## config.mk

```make
export PLATFORM = sky130hd
export DESIGN_NAME = ncc_op_sequencer
export DESIGN_NICKNAME = d
export VERILOG_FILES = /design/src/rtl/ncc_op_sequencer.sv
export SDC_FILE = /design/constraint.sdc
export NUM_CORES = 1
export LEC_CHECK = 0
export CORE_MARGIN = 3
export CORE_UTILIZATION = 50
export DETAILED_ROUTE_END_ITERATION = 16
export PLACE_DENSITY = 0.81
export SLEW_MARGIN = 20
export SYNTH_ARGS = -nofsm -noshare
export SYNTH_HDL_FRONTEND = slang
export SYNTH_SLANG_ARGS = --single-unit
export TNS_END_PERCENT = 50
```

## constraint.sdc

```tcl
create_clock -name iSYS_CLK -period 3.7 [get_ports iSYS_CLK]
set_clock_uncertainty 0.1 [all_clocks]
set_input_delay 1.11 -clock iSYS_CLK [delete_from_list [all_inputs] [get_ports iSYS_CLK]]
set_output_delay 1.11 -clock iSYS_CLK [all_outputs]
set_load 0.03 [all_outputs]
```

## src/rtl/ncc_op_sequencer.sv

```systemverilog
// ncc_op_sequencer: Ncc-Sign load/compute/unload control FSM; define NCC_SEQ_CYCCNT_EN to enable oCYC_CNT
module ncc_op_sequencer #(
  parameter int PRM_DAXI = 64,
  parameter int PRM_ADDR = 12,
  parameter int PRM_N = 4096,
  parameter int PRM_KBEATS = 25
) (
  input logic iSYS_CLK,
  input logic iSYS_RST,
  input logic [1:0] iCTL_MODE,
  input logic [1:0] iCTL_BUT,
  input logic [1:0] iCTL_Q,
  input logic [3:0] iCTL_NTTDEPTH,
  input logic iCTL_START,
  output logic oCTL_BUSY,
  output logic oCTL_DONE,
  output logic oCTL_ERR,
  input logic iS_TVALID,
  input logic iS_TLAST,
  output logic oS_TREADY,
  output logic oWR_EN,
  output logic oWR_BANK,
  output logic [PRM_ADDR-1:0] oWR_ADDR,
  output logic oENG_START,
  output logic [3:0] oENG_STAGE,
  output logic [1:0] oENG_BUT,
  output logic [1:0] oENG_Q,
  input logic iENG_DONE,
  output logic oRD_EN,
  output logic [PRM_ADDR-1:0] oRD_ADDR,
  output logic oM_TVALID,
  output logic oM_TLAST,
  input logic iM_TREADY,
  output logic [31:0] oCYC_CNT
);
  localparam int CW = PRM_ADDR + 1;
  localparam int LOG2N = $clog2(PRM_N);
  localparam logic [CW-1:0] PBEATS = CW'(PRM_N / (PRM_DAXI / 32));
  localparam logic [CW-1:0] KBEATS = CW'(PRM_KBEATS);
  typedef enum logic [2:0] {S_IDLE, S_LOAD_A, S_LOAD_B, S_RUN, S_WAIT, S_UNLOAD, S_DONE} state_t;
  state_t state, state_n, after_load;
  logic [1:0] mode, but, q;
  logic [3:0] depth, stg, stages;
  logic [CW-1:0] cnt, rd_cnt, m_idx, beats;
  logic m_valid, err, rej_done, ok_cmd, accept, pwm, s_acc, s_last, m_end;
  assign ok_cmd = (iCTL_MODE == 2'd1 || iCTL_MODE == 2'd2) && iCTL_BUT != 2'd3;
  assign accept = state == S_IDLE && iCTL_START && ok_cmd;
  assign pwm = mode == 2'd2 && but == 2'd0;
  assign beats = (mode == 2'd1) ? KBEATS : PBEATS;
  assign stages = (mode == 2'd1 || but == 2'd0) ? 4'd1 : ((depth > 4'(LOG2N)) ? 4'(LOG2N) : depth);
  assign s_acc = oS_TREADY && iS_TVALID;
  assign s_last = cnt == beats - 1'b1;
  assign m_end = state == S_UNLOAD && m_valid && iM_TREADY && m_idx == beats - 1'b1;
  assign after_load = (state == S_LOAD_A && pwm) ? S_LOAD_B : ((stages == 4'd0) ? S_UNLOAD : S_RUN);
  always_ff @(posedge iSYS_CLK)
    state <= iSYS_RST ? S_IDLE : state_n;
  always_comb begin
    state_n = state;
    case (state)
      S_IDLE: state_n = accept ? S_LOAD_A : S_IDLE;
      S_LOAD_A, S_LOAD_B: if (s_acc) state_n = s_last ? after_load : (iS_TLAST ? S_DONE : state);
      S_RUN: state_n = S_WAIT;
      S_WAIT: if (iENG_DONE) state_n = (stg + 4'd1 < stages) ? S_RUN : S_UNLOAD;
      S_UNLOAD: if (m_end) state_n = S_DONE;
      default: state_n = S_IDLE;
    endcase
  end
  always_comb begin
    oCTL_BUSY = state != S_IDLE;
    oCTL_DONE = (state == S_DONE) || rej_done;
    oCTL_ERR = err;
    oS_TREADY = state == S_LOAD_A || state == S_LOAD_B;
    oWR_EN = oS_TREADY && iS_TVALID;
    oWR_BANK = state == S_LOAD_B;
    oWR_ADDR = cnt[PRM_ADDR-1:0];
    oENG_START = state == S_RUN;
    oENG_STAGE = stg;
    oENG_BUT = but;
    oENG_Q = q;
    oRD_EN = state == S_UNLOAD && rd_cnt < beats && (!m_valid || iM_TREADY);
    oRD_ADDR = rd_cnt[PRM_ADDR-1:0];
    oM_TVALID = m_valid;
    oM_TLAST = m_valid && m_idx == beats - 1'b1;
  end
  always_ff @(posedge iSYS_CLK) begin
    if (iSYS_RST) begin
      mode <= '0;
      but <= '0;
      q <= '0;
      depth <= '0;
      stg <= '0;
      cnt <= '0;
      rd_cnt <= '0;
      m_idx <= '0;
      m_valid <= 1'b0;
      err <= 1'b0;
      rej_done <= 1'b0;
    end else begin
      rej_done <= state == S_IDLE && iCTL_START && !ok_cmd;
      if (accept) begin
        mode <= iCTL_MODE;
        but <= iCTL_BUT;
        q <= iCTL_Q;
        depth <= iCTL_NTTDEPTH;
        stg <= '0;
        cnt <= '0;
        rd_cnt <= '0;
        m_valid <= 1'b0;
        err <= 1'b0;
      end else if (state == S_IDLE && iCTL_START) err <= 1'b1;
      if (s_acc) begin
        cnt <= s_last ? '0 : cnt + 1'b1;
        if (s_last ? !iS_TLAST : iS_TLAST) err <= 1'b1;
        if (s_last && after_load == S_UNLOAD) err <= 1'b1;
      end
      if (state == S_WAIT && iENG_DONE && stg + 4'd1 < stages) stg <= stg + 4'd1;
      if (oRD_EN) begin
        rd_cnt <= rd_cnt + 1'b1;
        m_idx <= rd_cnt;
        m_valid <= 1'b1;
      end else if (iM_TREADY) m_valid <= 1'b0;
    end
  end
`ifdef NCC_SEQ_CYCCNT_EN
  logic [31:0] cyc;
  always_ff @(posedge iSYS_CLK)
    if (iSYS_RST || accept) cyc <= '0;
    else if (oCTL_BUSY && cyc != '1) cyc <= cyc + 1'b1;
  assign oCYC_CNT = cyc;
`else
  assign oCYC_CNT = '0;
`endif
endmodule
```

# --- After elaboration in Yosys (flattened, before gate mapping) ---
# Index checks and enable logic that the tools add are counted.
word_totals:
  ff_bits: 59
  inputBits: 17
  elab_cells: 99
classes:
  addsub: 4
  magnitude_cmp: 3
  n_eq_ne: 18
  mux: 28
  reduce_logical: 34
op_table:
  columns: ["cell", "count"]
  rows:
  - ["13-bit two-way mux", 4]
  - ["13-bit by 1-bit adder with 13-bit output, second input constant", 2]
  - ["13-bit == test", 2]
  - ["3-bit two-way mux", 8]
  - ["1-bit logical AND", 16]
  - ["4-bit two-way mux", 4]
  - ["3-bit one-hot mux with 5 select lines", 1]
  - ["13-bit by 12-bit less-than comparator with 1-bit output", 1]
  - ["12-bit by 1-bit subtractor with 13-bit output, second input constant", 1]
  - ["3-bit == test, second input constant", 4]
  - ["12-bit two-way mux", 1]
  - ["1-bit two-way mux", 10]
  - ["2-bit != test, second input constant", 4]
  - ["3-bit by 2-bit == test with 1-bit output, second input constant", 2]
  - ["2-bit nonzero test", 3]
  - ["3-bit nonzero test", 2]
  - ["1-bit logical OR", 5]
  - ["4-bit by 1-bit adder with 4-bit output, second input constant", 1]
  - ["2-bit by 1-bit == test with 1-bit output, second input constant", 2]
  - ["2-bit == test, second input constant", 2]
  - ["4-bit greater-than comparator, second input constant", 1]
  - ["4-bit zero test", 1]
  - ["4-bit less-than comparator", 1]
  - ["4-bit AND reduction", 1]
  - ["6 further kinds", 8]

# --- Longest topological paths before layout ---
depth:
  depth_word: 10
  ltp_mapped: 11

# --- Worst setup path after synthesis ---
# Ideal clock, no wire load.
synth_path:
  kind: "input -> output"
  from: "input iM_TREADY"
  to: "output oRD_EN"
  arrival_time_ps: 1863
  path_slack_ps: 627
  cell_stages: 3
  path_buffers: 0
  path_cell_list: "nand2b_1 > nand4_1 > a21oi_1"
synth_via:
  elab_chain_len: 2
synth_lines:
  columns: ["item", "line", "source"]
  rows:
  - ["start, declared", "33", "input logic iM_TREADY,"]
  - ["1-bit logical OR", "80", "oRD_EN = state == S_UNLOAD && rd_cnt < beats && (!m_valid || iM_TREADY);"]
  - ["1-bit logical AND", "80", null]
  - ["end, declared", "29", "output logic oRD_EN,"]
# Every way passes these cells.

# --- Final worst setup path ---
layout_path:
  from: "register m_idx[1]"
  to: "output oM_TLAST"
layout_via:
  elab_chain_len: 2
layout_lines:
  columns: ["item", "line", "source"]
  rows:
  - ["start, declared", "44", "logic [CW-1:0] cnt, rd_cnt, m_idx, beats;"]
  - ["start signal, assigned", "119", "m_idx <= rd_cnt;"]
  - ["13-bit == test", "83", "oM_TLAST = m_valid && m_idx == beats - 1'b1;"]
  - ["1-bit logical AND", "83", null]
  - ["end, declared", "32", "output logic oM_TLAST,"]
# Every way passes these cells.

==> impl_metrics.tcl <==
set metrics [dict create \
    setup-violations-final 0 \
    fillers 665 \
    seq_area_frac_synth 0.311 \
    insertion_delay_ps 340 \
    crit_arrival_ps 2400 \
    min_period_ps 3610 \
    worst_pin_slew_ps 765 \
    syn_area_per_cell_um2 7.97 \
    synth_most_common_cell "dfxtp_1" \
    grt_pass1_wl_mm 15.2 \
    drt_first_pass_iters 5 \
    slowest_stage "clkdlybuf4s50_1" \
    relSlewSlack 0.490 \
    initial_core_util 0.518 \
    synthCells 477 \
    clk_pin_slew_ps 60 \
    grt_antenna_before_repair 0 \
    cts_setup_buffers 0 \
    fin_ws_ps 90.8 \
    ios 91 \
    die_h_um 93.2 \
    rows 31 \
    rsz0062_at_grt "false" \
    synth_edf_count 0 \
    grt.total_usage 0.216 \
    h-tree-depth 3 \
    n_antenna_cell 0 \
    vias_per_cell 5.77 \
    crit_type "reg2out" \
    synth.top_cells.by_count "59 x dfxtp_1, 56 x buf_4, 53 x nand2_1" \
    p_per_area_nw_per_um2 465 \
    critPathLaunchType "flip-flop" \
    dp_worst_setup_slack_ps 159 \
    cts.repair.resized 0 \
    ir_drop_mv 0.238 \
    gp_congestion 0.892 \
    critPathRequiredTime_ps 2490 \
    root_buffer "clkbuf_8" \
    synth-main-ff-cell "dfxtp_1" \
    syn_to_final_growth_pct 14.9 \
    drtIter0Drc 195 \
    ys_warn_count 0 \
    report.final.slew_viol_count 0 \
    die_w_um 93.2 \
    drive_gt1_frac 0.0977 \
    wire_per_inst_um 15.0 \
    clockBufferDepth 2 \
    end_kind "output pin" \
    fmax_mhz 277 \
    cts_tree "built" \
    dp_hpwl_mm 6.40 \
    yosys.cell_types.count 73 \
    critPathMaxFanout 4 \
    die-area_um2 8680 \
    finalCritPeriodShare 0.975 \
    worst-path-buf-inv 1 \
    max_stage_delay_ps 680 \
    grt_pass1_vias 3224 \
    num_vias 3524 \
    clock_sinks 59 \
    io_buffers 58 \
    cts_made_buffers 9 \
    cp_cell_sequence "or4_1 -> nor4_1 -> o221a_2 -> clkdlybuf4s50_1" \
    fin_setup_tns_ps 0 \
    wl_mm 9.17 \
    ant_nets 0 \
    synth_top_area_cell "dfxtp_1" \
    async_flop_share 0 \
    drc_errors 0 \
    hold_violations 0 \
    max-cap-violations 0 \
    postCtsHoldBufs 0 \
    cp_top_family "simple AND/OR/NAND/NOR gates" \
    synth.cell_area_um2 3800 \
    layout.nets 534 \
    whs_ps 355 \
    finalPower_uw 2030 \
    grt_max_degree 40 \
    core_um2 7330 \
    yosys-top-cells-area "dfxtp_1 31%, buf_4 11%, nand2_1 5.2%, nand3_1 4.6%, a21oi_1 4.3%" \
    cellLeakagePower_uw 0.00153 \
    yosysTopAreaCellShare 0.311 \
    overflow 0 \
    yosys_register_bits 59 \
    min_path_type "reg2reg" \
    outcome "complete, no violations" \
]
-- flip-flops by register name, indices dropped and copies added, names as in the netlist --
name        flops
cnt            13
depth           4
m_idx          13
mode            2
oCTL_ERR        1
oENG_BUT        2
oENG_Q          2
oENG_STAGE      4
oM_TVALID       1
rd_cnt         13
rej_done        1
state           3
-- tightest hold or removal path, delay by kind of cell (launching register included) --
kind	cells	cell delay, ps
AOI/OAI and AO/OA	1	50
and+or+nand+nor	1	50
DFF	1	310
-- metrics by stage --
| stage | cell area (um^2) | util | cells |
|---|---|---|---|
| after floorplan | 3920 | - | 508 |
| after global placement | 4160 | 0.567 | 595 |
| after detailed placement | 4160 | 0.567 | 595 |
| after CTS | 4370 | 0.595 | 611 |
| after global routing | 4370 | 0.595 | 611 |
| final | 4370 | 0.595 | 611 |
-- cells by family (layout without fill, tap and decap cells) --
logic type,Yosys count,count (layout),share of synthesized area
and+or+nand+nor,188,188,0.262
AOI/OAI and AO/OA,117,117,0.218
buffers and inverters,91,95,0.148
DFF,59,59,0.311
adders and majority gates,11,11,0.0356
xor gates and xnor gates,6,6,0.0138
muxes,4,4,0.0109
other,1,32,0.000987
-- layer usage --
metal,track usage,vias to the layer above,part of all wire
li1,-,1712,-
met1,0.280,1660,0.43
met2,0.346,139,0.48
met3,0.0644,13,0.073
met4,0.0659,0,0.011
met5,0,-,0
-- area by class of cell --
type                    instances  area [um^2]  area share
multi-input cells             358         2170       0.498
flip-flops and latches         59         1180       0.271
clock buffers                  11          131      0.0301
inverters                      13         48.8      0.0112
repair buffers                 66          631       0.144
well taps                      99          124      0.0284
clock inverters                 5         77.6      0.0178
-- final timing paths --
| kind | startpoint | to | slack, ps | cells after the start |
|---|---|---|---|---|
| worst min-delay path | oENG_Q[0]$_SDFFE_PP0P_ | oENG_Q[0]$_SDFFE_PP0P_ | 350 | 2 |
| worst min register to register | oENG_Q[0]$_SDFFE_PP0P_ | oENG_Q[0]$_SDFFE_PP0P_ | 350 | 2 |
| worst max register to register | cnt[2]$_SDFFE_PP0P_ | state[0]$_SDFFE_PP0P_ | 670 | 9 |
| worst max-delay path | m_idx[1]$_SDFFE_PP0P_ | oM_TLAST | 90 | 4 |
-- cells in the final DEF, fill, tap and decap left out, drive strengths merged, types with 9 or more instances in the layout --
cell,n
dfxtp,59
clkdlybuf4s50,55
nand2,53
nand3,35
a21oi,34
conb,32
o21ai,23
nor2,20
or3,15
inv,13
buf,11
clkbuf,11
ha,10
nor3,10
nor4,9
o211ai,9
a211oi,9
-- report_power, final --
group,internal [uW],switching [uW],total [uW]
Sequential,672,61.4,733
Clock,377,256,633
Combinational,246,419,664
Total,1290,736,2030
Power figures use the tool's default switching activity.
